File: config.mk
export PLATFORM = sky130hd
export DESIGN_NAME = palette_lookup_arbiter
export DESIGN_NICKNAME = d
export VERILOG_FILES = /design/src/rtl/palette_lookup_arbiter.sv
export SDC_FILE = /design/constraint.sdc
export NUM_CORES = 1
export LEC_CHECK = 0
export ABC_CLOCK_PERIOD_IN_PS = 2330
export CAP_MARGIN = 20
export CELL_PAD_IN_SITES_DETAIL_PLACEMENT = 1
export CELL_PAD_IN_SITES_GLOBAL_PLACEMENT = 1
export CORE_UTILIZATION = 28
export CTS_BUF_LIST = sky130_fd_sc_hd__clkbuf_8
export DETAILED_ROUTE_END_ITERATION = 16
export HOLD_SLACK_MARGIN = 0.03
export PLACE_DENSITY_LB_ADDON = 0.1
export SKIP_LAST_GASP = 1
export SLEW_MARGIN = 0
export SYNTH_ARGS = -nofsm -noshare
export SYNTH_HDL_FRONTEND = slang
export SYNTH_SLANG_ARGS = --single-unit
File: constraint.sdc
create_clock -name Clk -period 2.33 [get_ports Clk]
set_input_delay 0.466 -clock Clk [delete_from_list [all_inputs] [get_ports Clk]]
set_output_delay 0.466 -clock Clk [all_outputs]
set_load 0.02 [all_outputs]
File: src/rtl/palette_lookup_arbiter.sv
`default_nettype none
// +----------------------------------------------------------------------------+
// | palette_lookup_arbiter                                                     |
// | Shares one combinational sprite palette among NUM_REQ renderers. Lookups   |
// | take two cycles: one stage drives the palette index, one captures the RGB. |
// | Define PALETTE_ARB_RR_EN for round-robin; otherwise lowest ID wins.        |
// | Revision: 1.0                                                              |
// +----------------------------------------------------------------------------+
module palette_lookup_arbiter #(
    parameter int NUM_REQ    = 4,
    parameter int IDX_W      = 4,
    parameter int TRANSP_IDX = 1
) (
    input  logic                     Clk,
    input  logic                     Reset,
    input  logic [NUM_REQ-1:0]       req,
    input  logic [NUM_REQ*IDX_W-1:0] req_index,
    output logic [NUM_REQ-1:0]       gnt,
    output logic [IDX_W-1:0]         pal_index,
    input  logic [3:0]               pal_red,
    input  logic [3:0]               pal_green,
    input  logic [3:0]               pal_blue,
    output logic                     rsp_valid,
    output logic [2:0]               rsp_id,
    output logic [3:0]               rsp_red,
    output logic [3:0]               rsp_green,
    output logic [3:0]               rsp_blue,
    output logic                     rsp_transparent,
    output logic                     busy
);

    localparam int               c_ID_W   = (NUM_REQ > 1) ? $clog2(NUM_REQ) : 1;
    localparam logic [IDX_W-1:0] c_TRANSP = IDX_W'(TRANSP_IDX);

    logic              w_found;
    logic              w_grant;
    logic [c_ID_W-1:0] w_win;
    logic [IDX_W-1:0]  w_win_index;

    logic              r_s1_valid;
    logic [c_ID_W-1:0] r_s1_id;
    logic [IDX_W-1:0]  r_pal_index;
    logic              r_rsp_valid;
    logic [2:0]        r_rsp_id;
    logic [3:0]        r_rsp_red;
    logic [3:0]        r_rsp_green;
    logic [3:0]        r_rsp_blue;
    logic              r_rsp_transparent;

`ifdef PALETTE_ARB_RR_EN
    logic [c_ID_W-1:0] r_rr_ptr;
    logic [c_ID_W-1:0] w_cand;

    // Search begins just after the last winner and wraps modulo NUM_REQ.
    always_comb begin
        w_found = 1'b0;
        w_win   = '0;
        w_cand  = '0;
        for (int k = 1; k <= NUM_REQ; k++) begin
            w_cand = c_ID_W'((int'(r_rr_ptr) + k) % NUM_REQ);
            if (!w_found && req[w_cand]) begin
                w_found = 1'b1;
                w_win   = w_cand;
            end
        end
    end

    always_ff @(posedge Clk) begin
        if (Reset) begin
            r_rr_ptr <= c_ID_W'(NUM_REQ - 1);
        end else if (w_grant) begin
            r_rr_ptr <= w_win;
        end
    end
`else
    // Descending scan so the lowest requesting ID is the last one written.
    always_comb begin
        w_found = 1'b0;
        w_win   = '0;
        for (int k = NUM_REQ - 1; k >= 0; k--) begin
            if (req[k]) begin
                w_found = 1'b1;
                w_win   = c_ID_W'(k);
            end
        end
    end
`endif

    always_comb begin
        w_win_index = '0;
        for (int k = 0; k < NUM_REQ; k++) begin
            if (w_win == c_ID_W'(k)) begin
                w_win_index = req_index[k*IDX_W +: IDX_W];
            end
        end
    end

    assign w_grant = w_found && !Reset;
    assign gnt     = w_grant ? (NUM_REQ'(1) << w_win) : '0;

    always_ff @(posedge Clk) begin
        if (Reset) begin
            r_s1_valid        <= 1'b0;
            r_s1_id           <= '0;
            r_pal_index       <= '0;
            r_rsp_valid       <= 1'b0;
            r_rsp_id          <= '0;
            r_rsp_red         <= '0;
            r_rsp_green       <= '0;
            r_rsp_blue        <= '0;
            r_rsp_transparent <= 1'b0;
        end else begin
            r_s1_valid <= w_grant;
            if (w_grant) begin
                r_s1_id     <= w_win;
                r_pal_index <= w_win_index;
            end
            r_rsp_valid       <= r_s1_valid;
            r_rsp_id          <= 3'(r_s1_id);
            r_rsp_red         <= pal_red;
            r_rsp_green       <= pal_green;
            r_rsp_blue        <= pal_blue;
            r_rsp_transparent <= r_s1_valid && (r_pal_index == c_TRANSP);
        end
    end

    assign pal_index       = r_pal_index;
    assign rsp_valid       = r_rsp_valid;
    assign rsp_id          = r_rsp_id;
    assign rsp_red         = r_rsp_red;
    assign rsp_green       = r_rsp_green;
    assign rsp_blue        = r_rsp_blue;
    assign rsp_transparent = r_rsp_transparent;
    assign busy            = r_s1_valid || r_rsp_valid;

endmodule
`default_nettype wire

==> impl_results.md, run 1 <==
* Total Wirelength at 2619 µm
* Min cycle time layout at 2.190 ns
* Max_cap viols at 0
* Worst-path fanout max at 6
* Hold Buf Count CTS at 0
* Slew margin rel. at 58.99%
* Hold endpoint: rsp_id[0]$_SDFF_PP0_
* Cell Area, Placed at 0.001609 mm²
* TritonCTS Buffers at 3
* Latest clock arrival within the worst-skew pair at between 0.2 and 0.3 ns
* # port buffers at 58
* Most Crowded Layer GR: met2
* Largest net degree at the start of global routing at 21
* Drt drc at 0
* Via count at 924
* Setup bufs post-CTS at 0
* Sequential share of power at ~50%
* CTS tree: built
* Most frequent cells in the layout: clkdlybuf4s50_1 (54), dfxtp_1 (23), nor2b_1 (20), buf_4 (11)
* CP Class: input pin to primary output
* FF+latch area at about 460 µm²
* Synth warnings at 0
* Avg Cell Area, Syn at about 10 µm²
* Sw Share at approximately a quarter
* R2R depth at 3
* Global-route wire length before repair at 4236 µm
* Std cell rows at 20
* Final Hold Fails at 0
* WP data required at 1.86 ns
* Worst Hold Class: register to register
* Met3 Use GR at 4.978%
* Total GRT Usage at 15.86%
* Library cells used by synthesis at 25
* Clk network pwr share at 26.9%
* F_max at 0.4567 GHz
* Drt first pass iters at 2
* Final std cells w/o fill at 201
* H-tree levels at 1
* Post_cts resized at 4
* Final Max Slew Viols at 0
* Worst hold path depth at 1
* Die X at 60.24 µm
* Vias in the first global route at 992
* Finished Cell Area at 0.001650 mm²
* I/O pins at 60
* Commonest non-fill, non-tap cell in the layout: clkdlybuf4s50_1
* CP Capture Type: primary output
* Power Total at 0.0008752 W
* Reg-to-reg setup timing slack at 1.37 ns
* Status: completed
* Via/cell ratio at 4.597
* Core area at 0.003128 mm²
* Global Route met2 Usage at 28.89%
* Placed cell count at just under 200
* Clk_skew at 0.001707 ns
* Startpoint of the worst-slack reg-to-reg timing path: pal_index[2]$_SDFFE_PP0P_
* Root Buffer: clkbuf_8
* Layout cells sized above 1 at ~15%
* Unrepaired setup endpoints after global routing: false
* Type of origin of the critical path: input pin
* DP Worst Slack at -0.1307 ns
* Initial antenna violation count at 0
* WL per Instance at 13.03 µm
* HP Start: r_s1_id[0]$_SDFFE_PP0P_
* Mapped cell area at approximately 950 µm²
* Initial Util at 30.36%
* Util after Layout at a little over half
* Final setup violation count at 0
* Worst IR drop on VDD at 343.0 µV
* DIE HEIGHT at 60.24 µm
* Antenna Nets Post-Route at 0
* RR Endpoint: pal_index[2]$_SDFFE_PP0P_
* Synthesized instance count at 92
* CP arrival at 1.72 ns
* Synthesis-to-finish area growth at 73.78%
* Grt met1 use at 16.91%
* Filler cells at about 370
* Grt ovf at 0
* CTS Sinks at 23
* Post-DP HPWL at 2096 µm
* Sequential share of the synthesized area at 48.48%
* Power Density at approximately 530 mW/mm²
* Post-synth net total at between 100 and 150
* Internal Power at 0.0006598 W
* Total die area at about 0.0036 mm²
* Leak at roughly 0.65 nW
* Final #Nets at 192
* Clock buffer depth at 2
* Combinational power share at around a quarter
* Fin crit share at 93.98%
* Multi-input combinational cell area at 426.7 µm²
* Clock transition at the registers of the reported paths at 0.08 ns
* Detailed Route Iter0 Violations at 22
* Slew @ Worst Pin at 0.6104 ns
* Setup ws final at 0.1403 ns
* Antenna diodes at 0
* Net Switching at approximately 0.00022 W
* Yosys reg bits at 23
* Routability Congestion at 0.8127
[area by class of cell]
type                    instances  area share, %
flip-flops and latches         23          27.90
clock buffers                   3          2.502
multi-input cells              60          25.85
inverters                       1         0.2274
well taps                      44          3.336
clock inverters                 1         0.3033
repair buffers                 69          39.88
[metrics by stage]
step | TNS (ns) | hold WS (ns)
floorplan | 0 | 0.4387
finish | 0 | 0.4692
CTS | 0 | 0.4719
global route | 0 | 0.4787
detailed placement | -0.4208 | 0.4609
global placement | -0.3220 | 0.4616
[how the worst max path moves through the flow]
stage	end	cells past startpoint	slack (ns)	startpoint
finish	gnt[2]	4	0.14	req[1]
global route	gnt[2]	4	0.03	req[0]
floorplan	gnt[3]	3	0.35	req[0]
detailed placement	gnt[2]	4	-0.13	req[0]
CTS	gnt[2]	4	0.14	req[0]
global placement	gnt[2]	4	-0.14	req[0]
[critical path: stages]
cell and delay [ns]:
clkdlybuf4s50_1 0.52, nor3_1 0.26, and2_1 0.15, dlygate4sd2_1 0.33
[kinds of logic (layout without fill, tap and decap cells)]
group	after synthesis	after routing	share of synthesized area, %
simple gates	40	40	25.96
flops	23	23	48.48
compound gates	15	15	14.36
buf+inv	9	74	6.588
mux	4	4	4.216
other cells	1	1	0.3949
[layer usage]
layer	up-vias	wire, µm
li1	451	-
met1	433	1068
met2	36	1345
met3	4	178
met4	0	27
met5	-	0
[synthesized netlist by cell type]
master	n	area [µm²]
mux2i_1	4	40.04
buf_4	1	7.510
nand2b_2	1	8.760
o31a_1	1	8.760
conb_1	1	3.750
nor2_1	2	7.510
or2_2	1	6.260
buf_2	2	10.01
and4b_1	1	10.01
o22ai_1	4	25.02
nor4_1	2	12.51
dfxtp_1	23	460.4
nor2b_2	4	35.03
clkbuf_1	2	7.510
nor3_1	4	20.02
nor2b_1	20	125.1
inv_1	1	3.750
a221oi_2	2	30.03
a221oi_1	2	17.52
a311o_1	4	40.04
o21bai_1	1	7.510
nand2_1	4	15.01
buf_6	3	33.78
and2_1	1	6.260
a211oi_1	1	7.510
[power groups by stage]
stage	sequential, W	combinational, W	clock, W
global route	0.000428	0.000231	0.000264
finish	0.000425	0.000215	0.000235
floorplan	0.000457	0.0000732	0
CTS	0.000425	0.000217	0.000247
detailed placement	0.000434	0.000218	0
global placement	0.000433	0.000214	0
[state kept, by name, indices dropped and copies added (netlist names)]
name	cells
rsp_transparent	1
rsp_valid	1
rsp_green	4
rsp_red	4
rsp_id	2
rsp_blue	4
pal_index	4
r_s1_valid	1
r_s1_id	2
Note: power is estimated with default switching activity, not from simulation.
==> run 2, diff against run 1 <==
Settings changed: ABC_CLOCK_PERIOD_IN_PS 2330 to default, CELL_PAD_IN_SITES_DETAIL_PLACEMENT 1 to 0, CTS_CLUSTER_DIAMETER from default to 150.
==> run 2 against run 1 <==
Compared with the run above: first-iteration DRC count down 64%; global-route usage decreased by 0.81 points; fmax is 0.64% lower; critical path depth is the same; sequential cell count unchanged; sequential share of layout area unchanged; cell area stayed put; hold slack about the same; clock power up 3%; critical path type unchanged; critical endpoint is now gnt[1].
==> impl_results.md, run 2 (synthesis gave the netlist of run 1 again) <==
* Status: completed (unchanged)
* Antenna Nets Post-Route at 0 (unchanged)
* Drt first pass iters at 4 (was 2)
* Filler cells at 316 (was 373)
* DIE HEIGHT at 60.24 µm (unchanged)
* Sequential share of power at 48.2% (was 48.6%)
* # port buffers at 58 (unchanged)
* Synthesis-to-finish area growth at 73.78% (unchanged)
* Cell Area, Placed at 0.001609 mm² (unchanged)
* CTS Sinks at 23 (unchanged)
* TritonCTS Buffers at 3 (unchanged)
* Sw Share at 24.92% (was 24.61%)
* F_max at 0.4538 GHz (was 0.4567 GHz)
* Clock transition at the registers of the reported paths at 0.08 ns (about the same)
* CP Capture Point: gnt[1] (was gnt[2])
* Max incr delay on CP at 0.51 ns (was 0.52 ns)
* Worst Hold Class: register to register (unchanged)
* Detailed Route Iter0 Violations at 8 (was 22)
* Clock buffer depth at 2 (unchanged)
* CTS tree: built (unchanged)
* Combinational power share at 24.3% (was 24.6%)
* Commonest non-fill, non-tap cell in the layout: clkdlybuf4s50_1 (unchanged)
* Fin crit share at 94.58% (was 93.98%)
* Max_cap viols at 0 (unchanged)
* Finished Cell Area at 0.001650 mm² (unchanged)
* Global-route wire length before repair at 3967 µm (was 4236 µm)
* Vias in the first global route at 887 (was 992)
* Initial antenna violation count at 0 (unchanged)
* Worst-path fanout max at 5 (was 6)
* Die X at 60.24 µm (unchanged)
* WP data required at 1.86 ns (about the same)
* CP Class: input pin to primary output (unchanged)
* Startpoint of the worst-slack reg-to-reg timing path: pal_index[2]$_SDFFE_PP0P_ (unchanged)
* Grt ovf at 0 (unchanged)
* Final Max Slew Viols at 0 (unchanged)
* Post_cts resized at 4 (unchanged)
* Most frequent cells in the layout: clkdlybuf4s50_1 (54), dfxtp_1 (23), nor2b_1 (20), buf_4 (11) (unchanged)
* Leak at 0.6518 nW (unchanged)
* Type of origin of the critical path: input pin (unchanged)
* Hold Buf Count CTS at 0 (unchanged)
* CP startpoint: req[0] (was req[1])
* Layout cells sized above 1 at 14.65% (unchanged)
* Slew @ Worst Pin at 0.6015 ns (was 0.6104 ns)
* Slowest CP cell: clkdlybuf4s50_1 (unchanged)
* Final setup violation count at 0 (unchanged)
* Worst path cell trace: clkdlybuf4s50_1 > buf_4 > nor3_1 > dlygate4sd2_1 (was clkdlybuf4s50_1 > nor3_1 > and2_1 > dlygate4sd2_1)
* Clk_skew at 0.0007050 ns (was 0.001707 ns)
* RR Endpoint: pal_index[2]$_SDFFE_PP0P_ (unchanged)
* R2R depth at 3 (unchanged)
* Total GRT Usage at 15.05% (was 15.86%)
* Final Hold Fails at 0 (unchanged)
* Via count at 894 (was 924)
* Worst IR drop on VDD at 256.3 µV (was 343.0 µV)
* Multi-input combinational cell area at 426.7 µm² (unchanged)
* Final std cells w/o fill at 201 (unchanged)
* Total die area at 0.003628 mm² (unchanged)
* Net Switching at 0.0002190 W (was 0.0002154 W)
* Final #Nets at 192 (unchanged)
* Power Density at 532.6 mW/mm² (was 530.3 mW/mm²)
* Routability Congestion at 0.8127 (unchanged)
* CP Capture Type: primary output (unchanged)
* H-tree levels at 1 (unchanged)
* Reg-to-reg setup timing slack at 1.40 ns (was 1.37 ns)
* Std cell rows at 20 (unchanged)
* Initial Util at 30.36% (unchanged)
* I/O pins at 60 (unchanged)
* Via/cell ratio at 4.448 (was 4.597)
* Core area at 0.003128 mm² (unchanged)
* CP arrival at 1.74 ns (was 1.72 ns)
* Internal Power at 0.0006599 W (was 0.0006598 W)
* Drt drc at 0 (unchanged)
* WL per Instance at 12.19 µm (was 13.03 µm)
* Root Buffer: clkbuf_8 (unchanged)
* FF+latch area at 460.4 µm² (unchanged)
* Antenna diodes at 0 (unchanged)
* Slew margin rel. at 59.59% (was 58.99%)
* Setup bufs post-CTS at 0 (unchanged)
* Largest net degree at the start of global routing at 21 (unchanged)
* Unrepaired setup endpoints after global routing: false (unchanged)
* Min cycle time layout at 2.204 ns (was 2.190 ns)
* Placed cell count at 197 (unchanged)
* Clk network pwr share at 27.5% (was 26.9%)
* Post-DP HPWL at 1902 µm (was 2096 µm)
* Latest clock arrival within the worst-skew pair at 0.26 ns (about the same)
* Total Wirelength at 2450 µm (was 2619 µm)
==> run 2: cell counts in the layout (fill, tap and decap cells not counted) <==
No cell type changed its count.
==> run 2: worst min path at each step <==
stage	from	endpoint	cells after the start
global route	r_s1_id[0]$_SDFFE_PP0P_	rsp_id[0]$_SDFF_PP0_	1
global placement	r_s1_id[0]$_SDFFE_PP0P_	rsp_id[0]$_SDFF_PP0_	1
floorplan	r_s1_id[0]$_SDFFE_PP0P_	rsp_id[0]$_SDFF_PP0_	1
finish	r_s1_id[0]$_SDFFE_PP0P_	rsp_id[0]$_SDFF_PP0_	1
CTS	r_s1_id[0]$_SDFFE_PP0P_	rsp_id[0]$_SDFF_PP0_	1
detailed placement	r_s1_id[0]$_SDFFE_PP0P_	rsp_id[0]$_SDFF_PP0_	1
==> run 2: power groups by stage <==
stage / Clock (W) / Combinational (W) / Sequential, W
detailed placement: 0 / 0.000217 / 0.000434
global route: 0.000264 / 0.000230 / 0.000427
finish: 0.000241 / 0.000213 / 0.000424
floorplan: 0 / 0.0000732 / 0.000457
global placement: 0 / 0.000214 / 0.000433
CTS: 0.000256 / 0.000216 / 0.000424
==> run 2: cell type report <==
class / count / area share (%)
multi-input combinational: 60 / 25.85
sequential: 23 / 27.90
tap: 44 / 3.336
timing repair buffer: 69 / 39.88
inverter: 1 / 0.2274
clock inverter: 1 / 0.3033
clock buffer: 3 / 2.502
==> run 2: metal layers <==
layer / part of all wire [%] / GRT usage [%] / up-vias
li1: - / - / 446
met1: 42 / 17.56 / 405
met2: 48 / 24.33 / 38
met3: 8.4 / 5.411 / 5
met4: 1.6 / 6.977 / 0
met5: 0 / 0 / -
==> run 2: stage by stage <==
stage	hold slack [ns]	util (%)	TNS (ns)	setup WS (ns)	total power, W
2_1_floorplan	0.4387	-	0	0.3527	0.0005301
3_3_place_gp	0.4616	51.44	-0.3220	-0.1395	0.0006470
3_5_place_dp	0.4620	51.44	-0.4211	-0.1590	0.0006503
4_1_cts	0.4741	52.76	0	0.1271	0.0008966
5_1_grt	0.4867	52.76	0	0.05992	0.0009212
6_report	0.4695	52.76	0	0.1262	0.0008789
==> run 2: critical path, delay by kind of cell <==
family	cells	cell delay (ns)
buf+inv	3	1.07
simple gates	1	0.20
